$ cat src/rtl/wb_port_arbiter_if.sv
// Writeback port arbiter bus bundle.
// Groups the EXE and LSU writeback handshakes, the register-file write port,
// the issue-side scoreboard update and the decode hazard query.
//   master : pipeline side (drives requests, issue and decode queries)
//   slave  : arbiter side (returns ready, write port and hazard)
interface wb_port_arbiter_if #(
  parameter int WIDTH = 32
);
  logic             exe_valid;
  logic [4:0]       exe_rd;
  logic [WIDTH-1:0] exe_data;
  logic             exe_ready;

  logic             lsu_valid;
  logic [4:0]       lsu_rd;
  logic [WIDTH-1:0] lsu_data;
  logic             lsu_ready;

  logic             reg_write;
  logic [4:0]       waddr;
  logic [WIDTH-1:0] wdata;

  logic             issue_valid;
  logic [4:0]       issue_rd;
  logic [4:0]       chk_rs1;
  logic [4:0]       chk_rs2;
  logic             hazard;

  modport master (
    output exe_valid, exe_rd, exe_data,
    input  exe_ready,
    output lsu_valid, lsu_rd, lsu_data,
    input  lsu_ready,
    input  reg_write, waddr, wdata,
    output issue_valid, issue_rd, chk_rs1, chk_rs2,
    input  hazard
  );

  modport slave (
    input  exe_valid, exe_rd, exe_data,
    output exe_ready,
    input  lsu_valid, lsu_rd, lsu_data,
    output lsu_ready,
    output reg_write, waddr, wdata,
    input  issue_valid, issue_rd, chk_rs1, chk_rs2,
    output hazard
  );
endinterface

$ cat src/rtl/wb_port_arbiter.sv
// Writeback port arbiter.
// Shares the single register-file write port between EXE and LSU writeback
// requesters. LSU wins ties unless EXE has lost STARVE_LIMIT ties in a row.
// The winning write is registered onto reg_write/waddr/wdata one cycle after
// the handshake. A pending-write scoreboard lets decode detect RAW hazards.
// Ports:
//   clk      : clock, all state on rising edge
//   reset_n  : asynchronous active-low reset
//   bus      : wb_port_arbiter_if.slave (handshakes, write port, scoreboard)
module wb_port_arbiter #(
  parameter int WIDTH        = 32,
  parameter int DEPTH        = 32,
  parameter int STARVE_LIMIT = 4
) (
  input logic              clk,
  input logic              reset_n,
  wb_port_arbiter_if.slave bus
);

  localparam logic [3:0] STARVE_MAX = 4'(STARVE_LIMIT);
  localparam logic [5:0] DEPTH_W    = 6'(DEPTH);

  // True for a register that exists and is not the hardwired-zero x0.
  function automatic logic is_real_reg(input logic [4:0] rd);
    return (rd != 5'd0) && ({1'b0, rd} < DEPTH_W);
  endfunction

  // Scoreboard lookup; x0 and out-of-range indices are never pending.
  function automatic logic lookup_pending(input logic [4:0] rs,
                                          input logic [DEPTH-1:0] pend);
    logic hit;
    hit = 1'b0;
    for (int i = 1; i < DEPTH; i++) begin
      hit = hit | (pend[i] & (rs == 5'(i)));
    end
    return hit;
  endfunction

  logic [3:0]       starve_cnt_r;
  logic [3:0]       starve_nxt_s;
  logic [DEPTH-1:0] pending_r;
  logic [DEPTH-1:0] pending_nxt_s;
  logic             reg_write_r;
  logic [4:0]       waddr_r;
  logic [WIDTH-1:0] wdata_r;

  logic             starve_hit_s;
  logic             grant_exe_s;
  logic             grant_lsu_s;
  logic             grant_any_s;
  logic [4:0]       grant_rd_s;
  logic [WIDTH-1:0] grant_data_s;
  logic             write_s;

  assign starve_hit_s = (starve_cnt_r == STARVE_MAX);
  assign grant_any_s  = grant_exe_s | grant_lsu_s;
  assign write_s      = grant_any_s & is_real_reg(grant_rd_s);

  // Arbitration: single requester wins; tie goes to LSU unless EXE is starved.
  always_comb begin
    grant_exe_s = 1'b0;
    grant_lsu_s = 1'b0;
    if (bus.exe_valid && (!bus.lsu_valid || starve_hit_s)) begin
      grant_exe_s = 1'b1;
      grant_lsu_s = 1'b0;
    end else if (bus.lsu_valid) begin
      grant_exe_s = 1'b0;
      grant_lsu_s = 1'b1;
    end else begin
      grant_exe_s = 1'b0;
      grant_lsu_s = 1'b0;
    end
  end

  // Payload of the granted requester.
  always_comb begin
    grant_rd_s   = 5'd0;
    grant_data_s = '0;
    if (grant_exe_s) begin
      grant_rd_s   = bus.exe_rd;
      grant_data_s = bus.exe_data;
    end else begin
      grant_rd_s   = bus.lsu_rd;
      grant_data_s = bus.lsu_data;
    end
  end

  // Starvation counter: counts EXE losses, saturating at the limit.
  always_comb begin
    starve_nxt_s = 4'd0;
    if (bus.exe_valid && grant_lsu_s) begin
      if (starve_cnt_r < STARVE_MAX) begin
        starve_nxt_s = starve_cnt_r + 4'd1;
      end else begin
        starve_nxt_s = starve_cnt_r;
      end
    end else begin
      starve_nxt_s = 4'd0;
    end
  end

  // Scoreboard update: set is applied after clear so a same-edge issue wins.
  always_comb begin
    pending_nxt_s    = pending_r;
    pending_nxt_s[0] = 1'b0;
    for (int i = 1; i < DEPTH; i++) begin
      pending_nxt_s[i] = (bus.issue_valid && (bus.issue_rd == 5'(i))) |
                         (pending_r[i] & ~(write_s && (grant_rd_s == 5'(i))));
    end
  end

  // State registers and the registered write port.
  always_ff @(posedge clk or negedge reset_n) begin
    if (!reset_n) begin
      starve_cnt_r <= 4'd0;
      pending_r    <= '0;
      reg_write_r  <= 1'b0;
      waddr_r      <= 5'd0;
      wdata_r      <= '0;
    end else begin
      starve_cnt_r <= starve_nxt_s;
      pending_r    <= pending_nxt_s;
      reg_write_r  <= write_s;
      if (write_s) begin
        waddr_r <= grant_rd_s;
        wdata_r <= grant_data_s;
      end
    end
  end

  assign bus.exe_ready = grant_exe_s;
  assign bus.lsu_ready = grant_lsu_s;
  assign bus.reg_write = reg_write_r;
  assign bus.waddr     = waddr_r;
  assign bus.wdata     = wdata_r;
  assign bus.hazard    = lookup_pending(bus.chk_rs1, pending_r) |
                         lookup_pending(bus.chk_rs2, pending_r);

endmodule
$ cat src/flat_wrapper.sv
// flat-port wrapper written by rule: the top's interface ports become plain ports
module wb_port_arbiter_flat 
#(
  parameter int WIDTH        = 32,
  parameter int DEPTH        = 32,
  parameter int STARVE_LIMIT = 4
)
  (clk, reset_n, bus_exe_valid, bus_exe_rd, bus_exe_data, bus_exe_ready, bus_lsu_valid, bus_lsu_rd, bus_lsu_data, bus_lsu_ready, bus_reg_write, bus_waddr, bus_wdata, bus_issue_valid, bus_issue_rd, bus_chk_rs1, bus_chk_rs2, bus_hazard);
  wb_port_arbiter_if #(.WIDTH(WIDTH)) bus_i ();
  input logic clk;
  input logic reset_n;
  input wire logic [$bits(bus_i.exe_valid)-1:0] bus_exe_valid;
  input wire logic [$bits(bus_i.exe_rd)-1:0] bus_exe_rd;
  input wire logic [$bits(bus_i.exe_data)-1:0] bus_exe_data;
  output wire logic [$bits(bus_i.exe_ready)-1:0] bus_exe_ready;
  input wire logic [$bits(bus_i.lsu_valid)-1:0] bus_lsu_valid;
  input wire logic [$bits(bus_i.lsu_rd)-1:0] bus_lsu_rd;
  input wire logic [$bits(bus_i.lsu_data)-1:0] bus_lsu_data;
  output wire logic [$bits(bus_i.lsu_ready)-1:0] bus_lsu_ready;
  output wire logic [$bits(bus_i.reg_write)-1:0] bus_reg_write;
  output wire logic [$bits(bus_i.waddr)-1:0] bus_waddr;
  output wire logic [$bits(bus_i.wdata)-1:0] bus_wdata;
  input wire logic [$bits(bus_i.issue_valid)-1:0] bus_issue_valid;
  input wire logic [$bits(bus_i.issue_rd)-1:0] bus_issue_rd;
  input wire logic [$bits(bus_i.chk_rs1)-1:0] bus_chk_rs1;
  input wire logic [$bits(bus_i.chk_rs2)-1:0] bus_chk_rs2;
  output wire logic [$bits(bus_i.hazard)-1:0] bus_hazard;
  assign bus_i.exe_valid = bus_exe_valid;
  assign bus_i.exe_rd = bus_exe_rd;
  assign bus_i.exe_data = bus_exe_data;
  assign bus_exe_ready = bus_i.exe_ready;
  assign bus_i.lsu_valid = bus_lsu_valid;
  assign bus_i.lsu_rd = bus_lsu_rd;
  assign bus_i.lsu_data = bus_lsu_data;
  assign bus_lsu_ready = bus_i.lsu_ready;
  assign bus_reg_write = bus_i.reg_write;
  assign bus_waddr = bus_i.waddr;
  assign bus_wdata = bus_i.wdata;
  assign bus_i.issue_valid = bus_issue_valid;
  assign bus_i.issue_rd = bus_issue_rd;
  assign bus_i.chk_rs1 = bus_chk_rs1;
  assign bus_i.chk_rs2 = bus_chk_rs2;
  assign bus_hazard = bus_i.hazard;
  wb_port_arbiter #(.WIDTH(WIDTH), .DEPTH(DEPTH), .STARVE_LIMIT(STARVE_LIMIT)) u_core (.clk(clk), .reset_n(reset_n), .bus(bus_i));
endmodule
$ cat config.mk
export PLATFORM = sky130hd
export DESIGN_NAME = wb_port_arbiter_flat
export DESIGN_NICKNAME = d
export VERILOG_FILES = /design/src/rtl/wb_port_arbiter_if.sv /design/src/rtl/wb_port_arbiter.sv /design/src/flat_wrapper.sv
export SDC_FILE = /design/constraint.sdc
export NUM_CORES = 1
export LEC_CHECK = 0
export CAP_MARGIN = 20
export CORE_ASPECT_RATIO = 1.75
export CORE_UTILIZATION = 35
export DETAILED_ROUTE_END_ITERATION = 6
export SLEW_MARGIN = 20
export SYNTH_ARGS = -nofsm -noshare
export SYNTH_HDL_FRONTEND = slang
export SYNTH_SLANG_ARGS = --single-unit
$ cat constraint.sdc
create_clock -name clk -period 1.9 [get_ports clk]
set_input_delay 0.38 -clock clk [delete_from_list [all_inputs] [get_ports clk]]
set_output_delay 0.38 -clock clk [all_outputs]
set_load 0.005 [all_outputs]
Yosys cells after proc, flatten, opt, wreduce, memory -nomap -nowiden
Cells that the tools add are included.
Operators by class
  reductions and logical operators: 67
  bitwise logic cells: 218
  add/subtract/negate cells: 1
  equal/unequal tests: 126
  order comparisons: 1
  mux-type cells: 7
Operators by type and width (count)
  == test 5 bit, second input constant: 64
  == test 5 x 4 -> 1 bit, second input constant: 32
  AND 1 bit: 94
  OR 1 bit: 93
  == test 5 x 3 -> 1 bit, second input constant: 16
  logical AND 1 bit: 64
  == test 5 x 2 -> 1 bit, second input constant: 8
  two-way mux 32 bit: 1
  NOT 1 bit: 31
  == test 5 x 1 -> 1 bit, second input constant: 4
  two-way mux 4 bit: 2
  two-way mux 5 bit: 1
  nonzero test 5 bit: 1
  adder 4 x 1 -> 4 bit, second input constant: 1
  == test 4 x 3 -> 1 bit, second input constant: 1
  < comparator 4 x 3 -> 1 bit, second input constant: 1
  two-way mux 1 bit: 3
  != test 2 bit, second input constant: 1
  zero test 1 bit: 1
  logical OR 1 bit: 1
Word-level totals
  flip-flop bits (word level): 73
  output and inout port bits: 41
  input port bits: 94

Depth between registers and ports, before layout
  depth in word-level cells: 33
  mapped depth: 9
  gate-level depth less buffers: 7

Worst setup path after synthesis
No wires, ideal clock.
  path kind: reg2reg
  start point: register u_core.starve_cnt_r[0]
  end point: register u_core.wdata_r[10], in the netlist u_core.bus.wdata[10]
  cell stages (with the launch flop): 10
  setup slack: -211 ps
  arrival: 1986 ps
  data required time: 1775 ps
  library setup time: 125 ps
  period minus slack after synthesis: 2111 ps
  cells stage by stage: dfrtp_1 inv_1 ha_1 nand3b_1 a21boi_2 buf_6 mux2i_4 o31ai_4 buf_6 mux2_4
On the way
  word-level cells in the longest chain between the ends: 7
Ends and longest elaborated chain
  start, declared: RTL line wb_port_arbiter.sv:39  | logic [3:0] starve_cnt_r;
  start signal, assigned: RTL line wb_port_arbiter.sv:121  | starve_cnt_r <= starve_nxt_s;
  == test 4 x 3 -> 1 bit *: RTL line wb_port_arbiter.sv:55  | assign starve_hit_s = (starve_cnt_r == STARVE_MAX);
  logical OR 1 bit *: RTL line wb_port_arbiter.sv:63  | if (bus.exe_valid && (!bus.lsu_valid || starve_hit_s)) begin
  logical AND 1 bit *: RTL line wb_port_arbiter.sv:63
  two-way mux 1 bit: RTL line wb_port_arbiter.sv:63
  two-way mux 5 bit: RTL line wb_port_arbiter.sv:79  | if (grant_exe_s) begin
  nonzero test 5 bit: RTL line wb_port_arbiter.sv:25  | return (rd != 5'd0) && ({1'b0, rd} < DEPTH_W);
  AND 1 bit: RTL line wb_port_arbiter.sv:57  | assign write_s = grant_any_s & is_real_reg(grant_rd_s);
  end signal, assigned: RTL line wb_port_arbiter.sv:126  | wdata_r <= grant_data_s;
  end, declared: RTL line wb_port_arbiter.sv:45  | logic [WIDTH-1:0] wdata_r;
Mark *: on every way between the ends. The rest lies on a longest branch, timed or not.
A chain may end at the register's enable or synchronous reset.

Final worst setup path
  start point: register u_core.pending_r[11]
  end point: output port bus_hazard
On the way
  word-level cells in the longest chain between the ends: 23
Ends and longest elaborated chain
  start, declared: RTL line wb_port_arbiter.sv:41  | logic [DEPTH-1:0] pending_r;
  start signal, assigned: RTL line wb_port_arbiter.sv:122  | pending_r <= pending_nxt_s;
  AND 1 bit: RTL line wb_port_arbiter.sv:34  | hit = hit | (pend[i] & (rs == 5'(i)));
  OR 1 bit (21 in a row): RTL line wb_port_arbiter.sv:34
  OR 1 bit *: RTL line wb_port_arbiter.sv:136  | assign bus.hazard = lookup_pending(bus.chk_rs1, pending_r) |
  end, declared: RTL line flat_wrapper.sv:27  | output wire logic [$bits(bus_i.hazard)-1:0] bus_hazard;
Marks and branches as above.

==> results.md <==
* Status: finished with violations
* Failing checks: negative setup slack
* Netlist area before placement at 4560 µm²
* Port Buffers at 134
* Post-layout util at 64.7%
* Met2 usage at 43.4%
* Cells after Synth at 435
* Finished Layout Cells at 856
* Crit path from: u_core.pending_r[11]
* Core Box Area at 12600 µm²
* Clk Latency, worst-skew pair at 0.34 ns
* Post-Route WL at 15900 µm
* Largest net degree at the start of global routing at 74
* DR iter-0 viols at 157
* WP data required at 1.52 ns
* Via count at 4502
* Syn_nets at 531
* Register-to-Register Path Depth at 11
* CTS tree: built
* Total leakage power at 0.00352 µW
* Syn avg cell area at 10.5 µm²
* Total CTS buffers at 9
* Top FF cell, synth: dfrtp_1
* RSZ-0062 raised after global routing: true
* Die area at 13500 µm²
* Worst Tran Pin Value at 0.491 ns
* Max-Cap Viols at 0
* TritonCTS Sinks at 73
* Worst r2r dst: u_core.bus.wdata[23]
* Placed Cells incl. Taps at 798
* GPL Wtd Cong at 0.855
* Layout cells sized above 1 at 42.2%
* Initial Util at 36.3%
* Post-route ant nets at 0
* Vias in the first global route at 4828
* Worst setup SP type: register
* CP Max Fanout at 2
* Die Height at 153 µm
* Crit path time final at 2.31 ns
* ANT cells at 0
* Slew margin rel. at 66.9%
* Final net count at 779
* Antenna violations before repair at 0
* Cell area after layout at 8130 µm²
* Design Power at 5560 µW
* Global-route wire length before repair at 23700 µm
* GR Util met1 at 22.3%
* DRC viols at 0
* Die X at 88.3 µm
* Clock Tree Buf Depth at 2
* Post-synth ARST share at 100%
* Sequential area share after synthesis at 40.1%
* Fmax at 433 MHz
* Vias per Instance at 5.26
* Yosys warns at 0
* WP data arrival at 1.93 ns
* Register bit total from synthesis at 73
* Slack of the worst reg-to-reg path at -0.40 ns
* Slew Viols, Final at 0
* TritonRoute pass-1 iters at 4
* Dpl hpwl at 10900 µm
* CP Capture Point: bus_hazard
* Row count at 54
* Root Buffer: clkbuf_16
* Placement Cell Area at 6750 µm²
* R2r startpoint: u_core.starve_cnt_r[0]
* Avg WL per Cell at 18.5 µm
* Final period utilization at 122%
* Final hold viol count at 0
* Met3 Usage GRT at 6.86%
* Final setup fails at 71
* Area Growth Syn to Fin at 78.5%
* EDFF count, synth at 0
* WS Path Type: reg -> out
* Setup WS post-layout at -0.411 ns
* Min-Delay Path Class: in -> async
* H-Tree Depth at 3
* Synth cell types at 50
* PwrDens at 684 nW/µm²
* Setup Skew at 0.00397 ns
* Grt ovf at 0
* GR peak layer: met2
* Clock Pin Slew Worst Setup and Hold Paths at 0.06 ns
* IO Pins at 135
* Overall routing resource usage at 23.3%
* Worst IR Drop VDD at 487 µV
* Setup crit end kind: primary output
[report_power, final]
| group | leakage (µW) | switching [µW] | total [µW] | internal [µW] |
|---|---|---|---|---|
| sequential | 0.000838 | 189 | 1960 | 1770 |
| clock | 0.000149 | 649 | 1740 | 1090 |
| combinational | 0.00253 | 712 | 1860 | 1150 |
| total | 0.00352 | 1550 | 5560 | 4010 |
[worst min-delay path by stage]
stage,startpoint,endpoint,slack (ns),cells after the start
4_1_cts,reset_n,u_core.bus.wdata[27],0.08,2
6_report,reset_n,u_core.bus.wdata[27],0.06,2
3_3_place_gp,reset_n,u_core.bus.wdata[23],0.44,2
5_1_grt,reset_n,u_core.bus.wdata[27],0.11,2
3_5_place_dp,reset_n,u_core.bus.wdata[27],0.44,2
2_1_floorplan,reset_n,u_core.bus.reg_write,0.08,0
[final cells by class]
type / count / area (µm²)
timing repair buffer: 262 / 2710
multi-input combinational: 319 / 3020
tap: 168 / 210
sequential: 73 / 1830
clock inverter: 4 / 51.3
fill: 971 / 4430
clock buffer: 12 / 256
inverter: 18 / 67.6
[state kept, by name, indices dropped and copies added (netlist names)]
| register | flops |
|---|---|
| u_core.bus.reg_write | 1 |
| u_core.bus.wdata | 32 |
| u_core.starve_cnt_r | 4 |
| u_core.pending_r | 31 |
| u_core.bus.waddr | 5 |
[metrics by stage]
stage               hold slack, ns  setup WS, ns  setup TNS [ns]
CTS                         0.0807        -0.391          -16.29
detailed placement           0.441        -0.961          -27.63
finish                      0.0557        -0.411          -20.33
global placement             0.436        -0.961          -25.79
global route                 0.106        -0.497          -26.11
floorplan                   0.0844        -0.194           -6.85
[routing by layer]
layer,vias to the layer above,wire (µm)
met4,0,639
met3,42,975
met1,2210,5270
li1,2086,-
met2,164,8980
met5,-,0
[worst max-delay path, stage by stage, from the launching register on]
cell and delay [ns]:
dfrtp_1 0.40, mux2_2 0.27, a311o_1 0.29, a211oi_2 0.21, o211ai_1 0.11, a22o_1 0.18, buf_2 0.12
[synthesized netlist by cell type (3+ instances only)]
cell      count  area (µm²)
buf_6         4        45.0
a311oi_1      3        26.3
mux2i_1      21         210
mux2_2       47         529
o21ai_0      14        70.1
nor2b_1      13        81.3
dfrtp_1      73        1830
clkbuf_1     19        71.3
inv_1        18        67.6
o22ai_1       3        18.8
nand3b_1     14         105
nor3_1        3        15.0
o221ai_1      9        78.8
o31ai_1      18         135
nand2_1      57         214
nand4b_1      5        43.8
nor2_1       17        63.8
nand3_1      11        55.1
mux2_4       29         435
o211ai_1      3        22.5
a21oi_1      13        65.1
[cell usage in the layout (no fill, tap or decap), types with 3 or more instances in the layout]
cell and count:
a311oi_1 3, buf_16 3, buf_2 3, mux2_4 31, buf_8 3, nand2_1 46
clkdlybuf4s50_1 123, nor2b_1 13, o31ai_4 15, buf_12 15, buf_6 26, nor2_1 17
mux2i_1 14, mux2_2 45, o21ai_1 7, nor3_1 3, o221ai_2 9, nand3_1 11
mux2i_4 7, o211ai_1 3, o21ai_2 5, clkbuf_16 11, a21oi_2 5, a21oi_1 8
dfrtp_1 73, nand3b_1 14, nand2_2 6, buf_4 78, inv_1 18, nand2_4 5
dlygate4sd2_1 5, o22ai_1 3, nand4b_1 5
[cells by family (layout without fill, tap and decap cells)]
kind of cell	after synthesis	count (layout)	share of synthesized area, %
AOI/OAI and AO/OA	78	78	12.2
adders and majority gates	2	2	0.549
buffers and inverters	43	296	4.26
DFF	73	73	40.1
muxes	99	99	26.8
and+or+nand+nor	140	140	16.1
[timing repair]
item                       4_1_cts  5_1_grt
gates resized for setup        107       53
gates cloned                     6        3
setup endpoints to repair       70       72
hold endpoints to repair         0        0
pin swaps                       46       25
hold buffers                     0        0
setup buffers                   30       12
Power figures use the tool's default switching activity.
